$ cat src/rtl/mac_operand_feeder.sv
// mac_operand_feeder: buffers one frame of signed operand bytes, presents the
// frame to the dot-product MAC array, waits out the MAC pipeline and returns
// the MAC result over a valid/ready handshake.
module mac_operand_feeder #(
    parameter int N_PAIRS = 16,
    parameter int DW      = 8,
    parameter int RW      = 20,
    parameter int MAC_LAT = 2
) (
    input  logic                      clk,
    input  logic                      reset,
    input  logic                      s_valid,
    output logic                      s_ready,
    input  logic [DW-1:0]             s_data,
    input  logic                      s_last,
    output logic [2*N_PAIRS*DW-1:0]   mac_opnd,
    output logic                      mac_reset_mul,
    output logic                      mac_reset_add,
    input  logic [RW-1:0]             mac_result,
    output logic                      m_valid,
    input  logic                      m_ready,
    output logic [RW-1:0]             m_data,
    output logic                      err_frame
);

    localparam int NB = 2 * N_PAIRS;
    localparam int CW = $clog2(NB);
    // One extra code so the wait counter can hold MAC_LAT even when MAC_LAT=0
    localparam int WW = $clog2(MAC_LAT + 2);
    localparam logic [CW-1:0] LAST_IDX = CW'(NB - 1);
    localparam logic [WW-1:0] WAIT_END = WW'(MAC_LAT);

    typedef enum logic [1:0] {
        LOAD  = 2'd0,
        ISSUE = 2'd1,
        OUT   = 2'd2
    } state_t;

    state_t                 state_q, state_d;
    logic [CW-1:0]          cnt_q, cnt_d;
    logic [WW-1:0]          wait_q, wait_d;
    logic [NB-1:0][DW-1:0]  buf_q, buf_d;
    logic [RW-1:0]          m_data_q, m_data_d;
    logic                   m_valid_q, m_valid_d;
    logic                   err_q, err_d;

    // Handshake and MAC control are decoded from state; reset forces the
    // idle/cleared view immediately so the MAC never sees a half frame.
    assign s_ready       = (state_q == LOAD) && !reset;
    assign mac_reset_mul = (state_q != ISSUE) || reset;
    assign mac_reset_add = (state_q != ISSUE) || reset;
    assign mac_opnd      = buf_q;
    assign m_valid       = m_valid_q;
    assign m_data        = m_data_q;
    assign err_frame     = err_q;

    // Next-state: load bytes, hold operands for the MAC pipeline, present result
    always_comb begin
        state_d   = state_q;
        cnt_d     = cnt_q;
        wait_d    = wait_q;
        buf_d     = buf_q;
        m_data_d  = m_data_q;
        m_valid_d = m_valid_q;
        err_d     = 1'b0;
        case (state_q)
            LOAD: begin
                if (s_valid && s_ready) begin
                    buf_d[cnt_q] = s_data;
                    if (cnt_q == LAST_IDX) begin
                        // Full frame: issue it even if s_last was missing
                        cnt_d   = '0;
                        wait_d  = '0;
                        err_d   = !s_last;
                        state_d = ISSUE;
                    end else if (s_last) begin
                        // Short frame: drop it and restart at slot 0
                        cnt_d = '0;
                        err_d = 1'b1;
                    end else begin
                        cnt_d = cnt_q + 1'b1;
                    end
                end
            end
            ISSUE: begin
                if (wait_q == WAIT_END) begin
                    m_data_d  = mac_result;
                    m_valid_d = 1'b1;
                    state_d   = OUT;
                end else begin
                    wait_d = wait_q + 1'b1;
                end
            end
            OUT: begin
                if (m_ready) begin
                    m_valid_d = 1'b0;
                    cnt_d     = '0;
                    state_d   = LOAD;
                end
            end
            default: state_d = LOAD;
        endcase
    end

    // State and output registers with synchronous reset
    always_ff @(posedge clk) begin
        if (reset) begin
            state_q   <= LOAD;
            cnt_q     <= '0;
            wait_q    <= '0;
            buf_q     <= '0;
            m_data_q  <= '0;
            m_valid_q <= 1'b0;
            err_q     <= 1'b0;
        end else begin
            state_q   <= state_d;
            cnt_q     <= cnt_d;
            wait_q    <= wait_d;
            buf_q     <= buf_d;
            m_data_q  <= m_data_d;
            m_valid_q <= m_valid_d;
            err_q     <= err_d;
        end
    end

endmodule

$ cat config.mk
export PLATFORM = sky130hd
export DESIGN_NAME = mac_operand_feeder
export DESIGN_NICKNAME = d
export VERILOG_FILES = /design/src/rtl/mac_operand_feeder.sv
export SDC_FILE = /design/constraint.sdc
export NUM_CORES = 1
export LEC_CHECK = 0
export CAP_MARGIN = 25
export CORE_UTILIZATION = 47
export CTS_CLUSTER_SIZE = 24
export DETAILED_ROUTE_END_ITERATION = 10
export PLACE_DENSITY = 0.78
export SLEW_MARGIN = 20
export SYNTH_ARGS = -nofsm -noshare
export SYNTH_HDL_FRONTEND = slang
export SYNTH_SLANG_ARGS = --single-unit
$ cat constraint.sdc
create_clock -name clk -period 2.8 [get_ports clk]
set_input_delay 0.7 -clock clk [delete_from_list [all_inputs] [get_ports clk]]
set_output_delay 0.7 -clock clk [all_outputs]
set_load 0.05 [all_outputs]
Word-level counts from Yosys, hierarchy flattened. Cells that the tools add are included. W data, S select, Z words.

Input bits: 33. Flip-flop bits (word level): 287. Output and inout port bits: 281.

Equality and inequality tests: 10. Bitwise gates (word level): 2. Muxes and demuxes: 22. $add $sub $neg: 2. $lt $le $gt $ge: 2. Reductions and logical operators: 17.

Operator list (number): $bwmux W256 (1); $demux W8 S5 (1); $mux W5 (4); $mux W2 (7); $pmux W5 S2 (1); $mux W8 (1); $reduce_and A4 Y1 (2); $lt A5 B6 Y1 const B (1); $ne A2 B1 Y1 const B (3); $ne A2 B2 Y1 const B (3); $pmux W2 S3 (1); $reduce_and A3 Y1 (2); $reduce_bool A2 Y1 (3); $add A5 B1 Y5 const B (1); $eq A5 B5 Y1 const B (1); $ge A5 B1 Y1 const B (1); $eq A2 B2 Y1 const B (2); $mux W1 (4); $pmux W2 S2 (1); $reduce_and A2 Y1 (2); $logic_and A1 B1 Y1 (3); $reduce_or A3 Y1 (1); $add A2 B1 Y2 const B (1); $eq A2 B1 Y1 const B (1); other kinds (5) (7).

Depth between registers and ports, before layout.
Depth in word-level cells: 5. Mapped depth: 7.

Worst setup path after synthesis. Ideal clock, no wire load.

Kind: input to output. Start point: in reset. End point: out s_ready. Arrival: 2.279 ns. Stages: 4. Setup slack: -0.179 ns. Path buffers: 3. Path through: clkbuf_1 -> clkbuf_1 -> clkbuf_1 -> nor3_1.

Word-level cells in the longest chain between the ends: 2.

Ends and longest elaborated chain: start: declaration (RTL line 11) `input logic reset,`; $logic_not A1 Y1 (RTL line 49) `assign s_ready = (state_q == LOAD) && !reset;`; $logic_and A1 B1 Y1 (RTL line 49); end: declaration (RTL line 13) `output logic s_ready,`.

Every way passes these cells.

Worst setup path after layout.
Start point: reg state_q[0]. End point: out mac_reset_mul.

Word-level cells in the longest chain between the ends: 2.

Ends and longest elaborated chain: start: declaration (RTL line 39) `state_t state_q, state_d;`; start signal: assignment (RTL line 116) `state_q <= state_d;`; $ne A2 B1 Y1 (RTL line 50) `assign mac_reset_mul = (state_q != ISSUE) || reset;`; $logic_or A1 B1 Y1 (RTL line 50); end: declaration (RTL line 17) `output logic mac_reset_mul,`.

Every way passes these cells.

==> flow_results.org <==
** Routing
- In the routed design, unresolved DRC markers number 0.
- Before antenna repair, the detailed router went through 5 iterations.
- Routed via count divided by cell count :: 5.169
- After detailed routing, the average wire length per cell comes to 18.60 µm.
- Initial detailed-routing violation count :: 488
- The routed design has 31960 µm of wire.
- Number of nets with antenna violations after detailed routing :: 0
- Via count of the routed design :: 8880

** STA
- The clock arrives with 0.01071 ns of skew.
- On the final layout, the worst hold slack is 0.4568 ns.
- The count of final max-slew check failures came to 0.
- Max-slew headroom at the worst pin :: 0.4374
- Maximum clock frequency :: 0.3845 GHz
- Final period util :: 0.9289
- Setup repair after global routing missed its margin :: no
- Final hold viol count :: 0
- Final-layout setup total negative slack :: 0 ns
- Post-layout worst setup margin :: 0.1990 ns
- Minimum period implied by the final worst setup slack :: 2.601 ns
- At the pin with the least slew margin, the transition time is 0.8414 ns.
- Setup violations remaining at the end of the flow were counted as 0.

** Global routing
- Global-route usage over all layers :: 0.2507
- Entering global routing, the biggest net connects 96 pins.
- Number of global-route vias before repair :: 8620
- The number of antenna violations at the first check in global routing is 0.
- Met3 layer usage reported by global route :: 0.07720
- Global routing finished with a remaining overflow of 0.
- The first global-routing pass estimated 48510 µm of wire.
- Peak-usage layer in the global routing report :: met2
- In the global route stage, met2 resource usage came out at 0.4074.
- For met1 alone, demand over resource in global routing was 0.3200.

** Clock tree
- Cts-stage hold buffer count :: 0
- Total clock buffers created by CTS :: 30
- The cell sitting at the root of the clock tree is a sky130_fd_sc_hd__clkbuf_16.
- CTS resizes :: 0
- Counting along the longest clock path gives a buffer depth of 3.
- CTS saw 287 sinks.
- In this run the number of H-tree levels came out at 1.
- CTS tree :: done
- At the later pin of the worst-skew pair, clock insertion delay measures 0.54 ns.
- After clock tree synthesis, the clock-pin slew on the worst setup and hold paths is 0.06 ns.
- Number of buffers inserted to repair setup after CTS :: 0

** Place
- Counting tap cells, the placed design contains a total of 1664 instances.
- Port Buffer Count :: 313
- Detailed placement HPWL :: 21350 µm
- Placer Congestion :: 0.8175
- Dpl ws :: 0.1741 ns
- Instance area at placement :: 14810 µm²

** Power and ir drop
- Areal power density over the cells :: 539.0 nW/µm²
- Summing internal, switching and leakage power gives 8.543 mW.
- Maximum resistive drop on vdd :: 0.6727 mV
- Leak pwr :: 6.688 nW

** Worst setup path
- Measured in cells, the most critical reg-to-reg path has a length of 3.
- Arrival time of data at the critical path endpoint :: 1.90 ns
- The worst setup path is launched from a flip-flop.
- The signal on the critical path passes through or3b_2, buf_12.
- The number of buffers and inverters on the critical path is 1.
- Top Family by Delay on Critical Path :: flip-flops
- Worst setup path class :: flip-flop to primary output
- Among all stages on the critical path, the largest delay is contributed by sky130_fd_sc_hd__dfxtp_1.
- Critical path fanouts, max :: 13
- STA puts the critical path data required time at 2.10 ns.
- Stages on the worst setup path :: 2
- The worst setup path is captured at a primary output.
- Slowest stage delay, CP :: 0.60 ns
- For flop-to-flop paths, the worst setup slack is 0.69 ns.

** Die
- In this run the core area contains 56 standard-cell rows.
- Core box area :: 23610 µm²
- 314 I/O pins were placed.
- Die Y :: 157.7 µm
- Floorplan die area :: 24880 µm²
- The die is 157.7 µm wide.
- The initial utilization of the core area, before any placement, comes to 0.4828.

** Cells and area
- Layout cell share with drive strength beyond 1 :: 0.08363
- Total non-filler cell area in the finished layout :: 15850 µm²
- Fill cells in the final layout number 1892.
- Register area :: 5746 µm²
- For this run, the number of standard cells in the final layout without fillers is 1718.
- The net count of the finished layout is 1416.
- Area of combinational cells with multiple inputs :: 5268 µm²
- Antenna cell count :: 0
- From synthesis to final layout, the design area changed by 39.04%.
- Measured on the finished design, the core utilization comes to 0.6713.

** Yosys
- Post-Syn Instances :: 1097
- After synthesis the netlist holds a flip-flop and latch count of 287.
- Dividing the synthesized area by the synthesized cell count gives 10.39 µm².
- Seq/Total Area, Yosys :: 0.5040
- Syn_nets :: 1136
- Syn Std Cell Area :: 11400 µm²
- Yosys cell types :: 38
- YS warnings :: 0

** Hold path
- Hold Path Cell Cnt :: 2
- Worst min-delay path category :: flip-flop to flip-flop

** Flow run
- Max Cap Viol :: 0

** Run status
- Result of the run :: finished, final reports clean
final timing paths:
path,start,to
min reg2reg,m_data[4],m_data[4]
min,m_data[4],m_data[4]
max,state_q[0],mac_reset_mul
max reg2reg,cnt_q[2],mac_opnd[50]
cell families after synthesis:
kind of cell,Yosys count,synth area share
simple gates,382,0.2116
flops,287,0.5040
mux,221,0.1941
compound gates,104,0.04687
buf+inv,96,0.03611
fa+ha+maj,6,0.006585
xor+xnor,1,0.0007684
cells in the final DEF, fill, tap and decap left out, drive strengths merged, types with 4 or more instances in the layout:
cell,instances
nand2b,234
ha,6
clkinv,5
or4b,4
buf,31
a21oi,61
nand2,40
nand3,48
and3,5
clkdlybuf4s50,309
nand4b,5
or3,21
mux2i,221
inv,4
clkbuf,44
dfxtp,287
o21ai,39
and3b,4
area by class of cell:
type                            count  area share
Inverter                            4   0.0009473
Clock buffer                       44     0.05834
Sequential cell                   287      0.3625
Tap cell                          319     0.02518
Timing Repair Buffer              340      0.2137
Multi-Input combinational cell    714      0.3323
Clock inverter                     10    0.007026
worst reg2reg max path, delay by kind of cell, from the launching register on:
family	cells	cell delay, ns
flip-flops	1	0.84
multiplexers	1	0.22
AND/OR/NAND/NOR	2	0.91
power by group:
part           switching (mW)  total (mW)  internal (mW)
logic                   0.225       0.373          0.148
clock network            1.62        4.07           2.46
registers             0.00517        4.10           4.09
total                    1.85        8.54           6.70
layer usage:
metal | wire (µm) | up-vias
met3 | 2791 | 56
met4 | 759 | 0
li1 | - | 4267
met5 | 0 | -
met1 | 13730 | 4265
met2 | 14680 | 292
synthesized netlist by cell type:
cell type,number,area share
sky130_fd_sc_hd__dfxtp_1,287,0.50
sky130_fd_sc_hd__nand2b_1,234,0.13
sky130_fd_sc_hd__mux2i_1,221,0.19
sky130_fd_sc_hd__clkbuf_1,64,0.021
sky130_fd_sc_hd__a21oi_1,61,0.027
sky130_fd_sc_hd__nand2_1,40,0.013
sky130_fd_sc_hd__o21ai_0,39,0.017
sky130_fd_sc_hd__nand3_1,29,0.013
sky130_fd_sc_hd__or3_1,21,0.012
sky130_fd_sc_hd__nand3_2,19,0.017
sky130_fd_sc_hd__buf_1,13,0.0043
sky130_fd_sc_hd__buf_2,8,0.0035
sky130_fd_sc_hd__ha_1,6,0.0066
sky130_fd_sc_hd__and3_1,5,0.0027
sky130_fd_sc_hd__nand4b_1,5,0.0038
sky130_fd_sc_hd__and3b_1,4,0.0031
sky130_fd_sc_hd__buf_6,4,0.0040
sky130_fd_sc_hd__inv_1,4,0.0013
sky130_fd_sc_hd__buf_4,3,0.0020
sky130_fd_sc_hd__nor2_1,3,0.00099
sky130_fd_sc_hd__a32oi_1,2,0.0015
sky130_fd_sc_hd__nand3b_1,2,0.0013
sky130_fd_sc_hd__nand4_1,2,0.0011
sky130_fd_sc_hd__nand4bb_1,2,0.0020
sky130_fd_sc_hd__nor2b_1,2,0.0011
sky130_fd_sc_hd__nor3_1,2,0.00088
sky130_fd_sc_hd__nor3b_2,2,0.0022
sky130_fd_sc_hd__or3b_2,2,0.0015
sky130_fd_sc_hd__or4b_1,2,0.0018
sky130_fd_sc_hd__a2bb2oi_1,1,0.00077
sky130_fd_sc_hd__and4b_1,1,0.00088
sky130_fd_sc_hd__nor3b_1,1,0.00066
sky130_fd_sc_hd__nor4b_4,1,0.0021
sky130_fd_sc_hd__nor4bb_1,1,0.00088
sky130_fd_sc_hd__o31ai_1,1,0.00066
sky130_fd_sc_hd__or4b_2,1,0.00088
sky130_fd_sc_hd__or4b_4,1,0.0012
sky130_fd_sc_hd__xnor2_1,1,0.00077
flip-flops by register name, summed over array words and instances, names as in the netlist:
name	flops
mac_opnd	256
m_data	20
cnt_q	5
state_q	2
wait_q	2
err_frame	1
m_valid	1
Note: power is estimated with default switching activity, not from simulation.
